`src/rtl/bin_to_bcd_pkg.sv`:
```
// Shared types and default sizing for the binary-to-BCD converter.
package bin_to_bcd_pkg;

   localparam int unsigned DEF_WIDTH  = 16;
   localparam int unsigned DEF_DIGITS = 5;

   typedef enum logic {
      IDLE  = 1'b0,
      SHIFT = 1'b1
   } state_t;

endpackage : bin_to_bcd_pkg

```
`src/rtl/bcd_digit_adj.sv`:
```
// One double-dabble correction cell: adds 3 to a BCD digit that is 5 or more,
// so that the following left shift carries correctly into the next digit.
module bcd_digit_adj (
   input  logic [3:0] d,
   output logic [3:0] q_c
);

   // Add-3 correction, pure combinational
   always_comb begin
      q_c = d;
      if (d >= 4'd5) q_c = d + 4'd3;
   end

endmodule : bcd_digit_adj

```
`src/rtl/bin_to_bcd.sv`:
```
// Sequential binary-to-BCD converter (shift-add-3, one bit per clock).
// Optional feature: define BCD_SIGNED_INPUT_EN to treat bin_in as two's
// complement; the magnitude is converted and the sign reported on neg_out.
module bin_to_bcd
   import bin_to_bcd_pkg::*;
#(
   parameter int unsigned WIDTH  = DEF_WIDTH,
   parameter int unsigned DIGITS = DEF_DIGITS
) (
   input  logic                  clk,
   input  logic                  rst,
   input  logic                  clr,
   input  logic                  start,
   input  logic [WIDTH-1:0]      bin_in,
   output logic                  busy,
   output logic                  done,
   output logic [4*DIGITS-1:0]   bcd_out,
   output logic                  neg_out
);

   localparam int unsigned BCD_W = 4 * DIGITS;
   localparam int unsigned CNT_W = $clog2(WIDTH + 1);

   state_t             state, state_nxt;
   logic [BCD_W-1:0]   scratch, scratch_nxt;
   logic [BCD_W-1:0]   bcd_adj_c, scratch_shl_c;
   logic [BCD_W-1:0]   bcd_nxt;
   logic [WIDTH-1:0]   operand, operand_nxt;
   logic [WIDTH-1:0]   mag_c;
   logic [CNT_W-1:0]   cnt, cnt_nxt;
   logic               done_nxt;
   logic               last_bit_c;

`ifdef BCD_SIGNED_INPUT_EN
   logic neg_lat, neg_lat_nxt;
   logic neg_q, neg_nxt;

   // Magnitude of the two's complement input; the most-negative value wraps to itself,
   // which read as unsigned is exactly its magnitude
   assign mag_c   = bin_in[WIDTH-1] ? WIDTH'(-bin_in) : bin_in;
   assign neg_out = neg_q;
`else
   assign mag_c   = bin_in;
   assign neg_out = 1'b0;
`endif

   // One correction cell per BCD digit of the scratch register
   for (genvar g = 0; g < DIGITS; g++) begin : g_adj
      bcd_digit_adj u_adj (
         .d   (scratch[4*g +: 4]),
         .q_c (bcd_adj_c[4*g +: 4])
      );
   end

   assign scratch_shl_c = (bcd_adj_c << 1) | BCD_W'(operand[WIDTH-1]);
   assign last_bit_c    = (cnt == CNT_W'(1));
   assign busy          = (state == SHIFT);

   // State register
   always_ff @(posedge clk) begin
      if (rst) state <= IDLE;
      else     state <= state_nxt;
   end

   // Next-state logic; clear aborts any conversion
   always_comb begin
      state_nxt = state;
      if (clr) begin
         state_nxt = IDLE;
      end else begin
         case (state)
            IDLE:    if (start)      state_nxt = SHIFT;
            SHIFT:   if (last_bit_c) state_nxt = IDLE;
            default: state_nxt = IDLE;
         endcase
      end
   end

   // Datapath and output next values
   always_comb begin
      scratch_nxt = scratch;
      operand_nxt = operand;
      cnt_nxt     = cnt;
      bcd_nxt     = bcd_out;
      done_nxt    = 1'b0;
`ifdef BCD_SIGNED_INPUT_EN
      neg_lat_nxt = neg_lat;
      neg_nxt     = neg_q;
`endif
      if (clr) begin
         scratch_nxt = '0;
         operand_nxt = '0;
         cnt_nxt     = '0;
         bcd_nxt     = '0;
`ifdef BCD_SIGNED_INPUT_EN
         neg_lat_nxt = 1'b0;
         neg_nxt     = 1'b0;
`endif
      end else begin
         case (state)
            IDLE: begin
               if (start) begin
                  operand_nxt = mag_c;
                  scratch_nxt = '0;
                  cnt_nxt     = CNT_W'(WIDTH);
`ifdef BCD_SIGNED_INPUT_EN
                  neg_lat_nxt = bin_in[WIDTH-1];
`endif
               end
            end
            SHIFT: begin
               scratch_nxt = scratch_shl_c;
               operand_nxt = operand << 1;
               cnt_nxt     = cnt - CNT_W'(1);
               if (last_bit_c) begin
                  bcd_nxt  = scratch_shl_c;
                  done_nxt = 1'b1;
`ifdef BCD_SIGNED_INPUT_EN
                  neg_nxt  = neg_lat;
`endif
               end
            end
            default: ;
         endcase
      end
   end

   // Datapath and output registers
   always_ff @(posedge clk) begin
      if (rst) begin
         scratch <= '0;
         operand <= '0;
         cnt     <= '0;
         bcd_out <= '0;
         done    <= 1'b0;
`ifdef BCD_SIGNED_INPUT_EN
         neg_lat <= 1'b0;
         neg_q   <= 1'b0;
`endif
      end else begin
         scratch <= scratch_nxt;
         operand <= operand_nxt;
         cnt     <= cnt_nxt;
         bcd_out <= bcd_nxt;
         done    <= done_nxt;
`ifdef BCD_SIGNED_INPUT_EN
         neg_lat <= neg_lat_nxt;
         neg_q   <= neg_nxt;
`endif
      end
   end

endmodule : bin_to_bcd
```
`config.mk`:
```
export PLATFORM = sky130hd
export DESIGN_NAME = bin_to_bcd
export DESIGN_NICKNAME = d
export VERILOG_FILES = /design/src/rtl/bin_to_bcd_pkg.sv /design/src/rtl/bcd_digit_adj.sv /design/src/rtl/bin_to_bcd.sv
export SDC_FILE = /design/constraint.sdc
export NUM_CORES = 1
export LEC_CHECK = 0
export ABC_AREA = 0
export CELL_PAD_IN_SITES_DETAIL_PLACEMENT = 1
export CELL_PAD_IN_SITES_GLOBAL_PLACEMENT = 1
export CORE_MARGIN = 3
export CORE_UTILIZATION = 36
export CTS_BUF_LIST = sky130_fd_sc_hd__clkbuf_16
export DETAILED_ROUTE_END_ITERATION = 10
export MAX_ROUTING_LAYER = met4
export PLACE_DENSITY = 0.73
export REMOVE_ABC_BUFFERS = 1
export SYNTH_ARGS = -nofsm -noshare
export SYNTH_HDL_FRONTEND = slang
export SYNTH_SLANG_ARGS = --single-unit
export TNS_END_PERCENT = 50
```
`constraint.sdc`:
```
create_clock -name clk -period 1.45 [get_ports clk]
set_input_delay 0.29 -clock clk [delete_from_list [all_inputs] [get_ports clk]]
set_output_delay 0.29 -clock clk [all_outputs]
set_load 0.01 [all_outputs]
```
== Word-level counts from Yosys, hierarchy flattened ==
Index checks and enable logic that the tools add are counted.

* Register bits: 63
* Logic and storage cells: 39
* Output and inout bits: 23

* Bitwise gates (word level): 2
* Reduce and logical (&&, ||, !) cells: 3
* Muxes and demuxes: 15
* $lt $le $gt $ge: 5
* Equal/unequal tests: 2
* Add/sub/neg operators: 6

{| class="wikitable"
|+ Operators by type and width
! cell !! number
|-
| 20-bit case mux with 2 select lines || 1
|-
| 16-bit case mux with 2 select lines || 1
|-
| 4-bit by 3-bit >= comparator with 1-bit output (second input constant) || 5
|-
| 20-bit two-way mux || 1
|-
| 20-bit by 1-bit bitwise OR with 20-bit output || 1
|-
| 4-bit by 2-bit adder with 4-bit output (second input constant) || 4
|-
| 16-bit two-way mux || 1
|-
| 4-bit two-way mux || 4
|-
| 5-bit case mux with 2 select lines || 1
|-
| 5-bit by 1-bit equality test with 1-bit output (second input constant) || 1
|-
| 5-bit two-way mux || 1
|-
| 5-bit by 1-bit subtractor with 5-bit output (second input constant) || 1
|-
| 3-bit by 2-bit adder with 3-bit output (second input constant) || 1
|-
| 1-bit two-way mux || 3
|-
| 3-bit two-way mux || 1
|-
| 3-bit OR reduction || 1
|-
| 2-bit inequality test (second input constant) || 1
|-
| 1-bit case mux with 2 select lines || 1
|-
| 2-bit AND reduction || 1
|-
| 2-bit OR reduction || 1
|-
| 1-bit NOT || 1
|}

== Depth between registers and ports, before layout ==
* Depth after elaboration: 4
* Depth in mapped cells: 7

== Modules after synthesis ==
A second synthesis with hierarchy kept.

* Cell total of the unflattened synthesis: 369
* Area total of the unflattened synthesis: 3128.0 µm²

{| class="wikitable"
|+ Modules (own cells, without submodules)
! module !! times used !! area an instance (µm²) !! cells an instance !! seq. area each (µm²)
|-
| bin_to_bcd || 1 || 2621.3 || 289 || 1261.2
|-
| bcd_digit_adj || 5 || 101.3 || 16 || 0.0
|}

== Least setup slack after synthesis ==
No wires, ideal clock.

* Path type: register to register
* Start: register scratch[0]
* End: register bcd_out[2]
* Path buffers: 0
* Stages on the path, launching flop included: 7
* Period minus slack after synthesis: 1.467 ns
* Path slack: -0.017 ns
* Data arrival time: 1.393 ns
* Cell sequence: dfxtp_1 > inv_1 > ha_1 > nand2b_1 > a21oi_1 > mux2_2 > o22ai_1

* Cells in the longest elaborated chain, start to end: 3
* Elaborated cells on any way between the ends: 4
* Those cells by class: add/sub: 1; order compare: 1; mux: 1; bitwise: 1

{| class="wikitable"
|+ Ends and longest elaborated chain
! element !! line !! text
|-
| from (decl) || bin_to_bcd.sv:25 || <nowiki>logic [BCD_W-1:0] scratch, scratch_nxt;</nowiki>
|-
| from (signal assigned) || bin_to_bcd.sv:141 || <nowiki>scratch <= scratch_nxt;</nowiki>
|-
| 4-bit by 2-bit adder with 4-bit output or 4-bit by 3-bit >= comparator with 1-bit output (tied branches) || bcd_digit_adj.sv:11 || <nowiki>if (d >= 4'd5) q_c = d + 4'd3;</nowiki>
|-
| 4-bit two-way mux * || bcd_digit_adj.sv:11 ||
|-
| 20-bit by 1-bit bitwise OR with 20-bit output * || bin_to_bcd.sv:55 || <nowiki>assign scratch_shl_c = (bcd_adj_c << 1) | BCD_W'(operand[WIDTH-1]);</nowiki>
|-
| to (signal assigned) || bin_to_bcd.sv:144 || <nowiki>bcd_out <= bcd_nxt;</nowiki>
|-
| to (decl) || bin_to_bcd.sv:17 || <nowiki>output logic [4*DIGITS-1:0] bcd_out,</nowiki>
|}

Every way passes the cells marked *; elsewhere a longest branch is shown, timed or not.
A chain may end at the register's enable or synchronous reset.

== Worst setup path after layout ==
* Start: register cnt[1]
* End: register bcd_out[0]

* Cells in the longest elaborated chain, start to end: 2

{| class="wikitable"
|+ Ends and longest elaborated chain
! element !! line !! text
|-
| from (decl) || bin_to_bcd.sv:30 || <nowiki>logic [CNT_W-1:0] cnt, cnt_nxt;</nowiki>
|-
| from (signal assigned) || bin_to_bcd.sv:143 || <nowiki>cnt <= cnt_nxt;</nowiki>
|-
| 5-bit by 1-bit equality test with 1-bit output || bin_to_bcd.sv:56 || <nowiki>assign last_bit_c = (cnt == CNT_W'(1));</nowiki>
|-
| 2-bit AND reduction (no source line) || -- ||
|}

No other way between the ends.

==> impl_results.md <==
- Outcome: finished with violations
- Failing checks: negative setup slack
- Reg power frac: 43.1%
- CTS Sinks: 63
- Leakage: 1.81 nW
- WP data arrival: 1.69 ns
- Vias per cell: 5.08
- DR vias: 2698
- R2R setup slack: -0.04 ns
- Core Region: 0.00777 mm2
- Crit Path Class: flop to flop
- Critical Path RT: 1.65 ns
- Min Tclk post-route: 1.49 ns
- First-pass GRT wire length: 13900 um
- Metal-1 WL: 3900 um
- Initial core utilization: 37.1%
- Final hold vios: 0
- Max Freq: 672 MHz
- Top Ports: 43
- Slew Limit Fails: 0
- Total Wirelength: 9200 um
- Most numerous cell in the Yosys netlist: dfxtp_1
- Initial DRC count: 66
- Met2 routed WL: 5020 um
- DIE WIDTH: 95.5 um
- Htree depth: 3
- Initial antenna violation count: 0
- Post-synth top flop: dfxtp_1
- Setup TNS Final: -0.0496 ns
- Largest cells by area after synthesis: dfxtp_1, a21oi_1, mux2i_1
- Worst-skew pair later-pin latency: 0.33 ns
- FF+latch count, synth: 63
- Layout cells sized above 1: 33.8%
- IO buf count: 41
- Setup ws final: -0.0378 ns
- Die area: 0.00913 mm2
- Syn Area/Cell: 8.56 um2
- Fin crit share: 103%
- Maxcap violations: 0
- Final setup viols: 2
- Place WS: -0.171 ns
- Post-synthesis sequential area ratio: 43.7%
- DR DRC count: 0
- Diode count: 0
- # rows: 32
- Critical Path Fanout Max: 5
- Ys async rst share: 0%
- Clock power frac: 50.0%
- Commonest cells in the netlist: dfxtp_1, nor2_1, a21oi_1, nand2_1, o21ai_0
- Nets: 456
- Dpl hpwl: 5290 um
- Worst Hold Class: flop to flop
- Peak supply drop: 0.000595 V
- CTS tree: yes
- ANT nets after route: 0
- Synth-to-Final Area Change: 53.6%
- 1st-pass router iterations: 4
- Vias in the first global route: 2805
- Synth Cell Area: 0.00289 mm2
- EDFF count, synth: 0
- Largest net degree at the start of global routing: 37
- CTS Root Cell: clkbuf_16
- Final GP Congestion: 0.781
- Grt total ovfl: 0
- Startpoint Class: flop
- Clock tree buffer depth: 2
- Num CTS Buffers: 9
- Synth top area share: 43.7%
- Met3 wire length: 178 um
- Sw power: 911 uW
- Switching share of total power: 22.2%
- Clock Skews: 0.00945 ns
- Worst setup EP type: flop
- RSZ-0062 raised after global routing: true
- Number of distinct library cells after synthesis: 31
- Comb pwr share: 6.9%
- Pint: 3.20 mW
- Cell taking the most area after synthesis: dfxtp_1
- GRT Resource Usage Total: 20.4%
- DIE HEIGHT: 95.5 um
- Yosys warning count: 0
- WL per Instance: 17.3 um
- Power per cell area: 927 mW/mm2
- Clock Pin Slew Worst Setup and Hold Paths: 0.05 ns
- Highest routed layer: met4
- Post-Synthesis Cells: 337
-- critical path: stages (launching register included) --
cell	delay, ns
dfxtp_2	0.33
inv_4	0.07
ha_4	0.14
nand2_4	0.05
nor4_4	0.18
buf_6	0.19
buf_6	0.13
mux2i_1	0.20
nor2_1	0.07
-- cell families (layout without fill, tap and decap cells) --
family          after synthesis  after routing  synth area share, %
simple gates                116            116                 19.0
compound gates               83             83                 16.9
flops                        63             63                 43.7
buf+inv                      34            126                 5.42
mux                          23             23                 8.20
fa+ha+maj                    12             12                 5.20
xor+xnor                      5              5                 1.52
other cells                   1              1                0.130
-- area by class of cell --
class / count / area [um2]
Clock inverter: 7 / 56.3
Tap cell: 102 / 128
Inverter: 14 / 55.1
Fill cell: 879 / 3340
Sequential cell: 63 / 1270
Clock buffer: 9 / 225
Multi-Input combinational cell: 240 / 1820
Timing Repair Buffer: 96 / 868
-- flip-flops by register name, summed over array words and instances (netlist names) --
register,cells
bcd_out,20
scratch,20
operand,16
cnt,5
busy,1
done,1
-- path summary, 6_finish.rpt --
check | to | cells after the start | from
min reg2reg | bcd_out[6] | 2 | bcd_out[6]
max reg2reg | bcd_out[0] | 8 | cnt[1]
max | bcd_out[0] | 8 | cnt[1]
min | bcd_out[6] | 2 | bcd_out[6]
-- metal layers --
layer | global-route usage [%] | vias to the layer above
met4 | 5.81 | 0
met5 | - | -
met3 | 3.16 | 10
li1 | - | 1326
met1 | 24.6 | 1327
met2 | 35.1 | 35
-- cell usage in the layout, fill, tap and decap left out, types with 3 or more instances in the layout --
cell,n
inv_2,6
mux2i_1,18
clkbuf_16,9
buf_4,45
ha_4,3
nand2b_4,5
a21oi_1,30
xnor2_4,3
nor3b_1,8
buf_6,6
o21ai_1,4
nor2_1,44
a311oi_2,5
ha_2,5
o22ai_1,3
o21ai_2,7
buf_12,4
clkdlybuf4s50_1,19
mux2_4,5
dfxtp_2,11
o22ai_2,7
dfxtp_1,52
nor3_1,4
clkinv_2,3
a21oi_4,5
nand3_1,5
ha_1,4
nand2_1,36
dlygate4sd2_1,22
inv_1,9
o21ai_0,17
-- metrics by stage --
stage	cells	util (%)	power [mW]	hold slack (ns)	area, um2
final	531	57.0	4.11	0.473	4430
after global routing	531	57.0	4.23	0.502	4430
after CTS	528	54.6	4.12	0.474	4240
after detailed placement	503	47.2	2.07	0.463	3670
after global placement	503	47.2	2.06	0.439	3670
after floorplan	317	-	1.92	0.425	2780
-- repair_timing --
| action | CTS | global route |
|---|---|---|
| endpoints found under the setup margin | 49 | 36 |
| setup buffers | 9 | 4 |
| hold buffers | 0 | 0 |
| cloned | 1 | 0 |
| resized for setup | 82 | 44 |
| pin swaps | 13 | 14 |
-- power by group through the flow --
| stage | Clock, mW | Sequential [mW] | Combinational (mW) |
|---|---|---|---|
| floorplan | 0 | 1.82 | 0.107 |
| global placement | 0 | 1.81 | 0.254 |
| detailed placement | 0 | 1.81 | 0.261 |
| CTS | 2.07 | 1.77 | 0.274 |
| global route | 2.15 | 1.77 | 0.309 |
| finish | 2.05 | 1.77 | 0.283 |
Power figures use the tool's default switching activity.
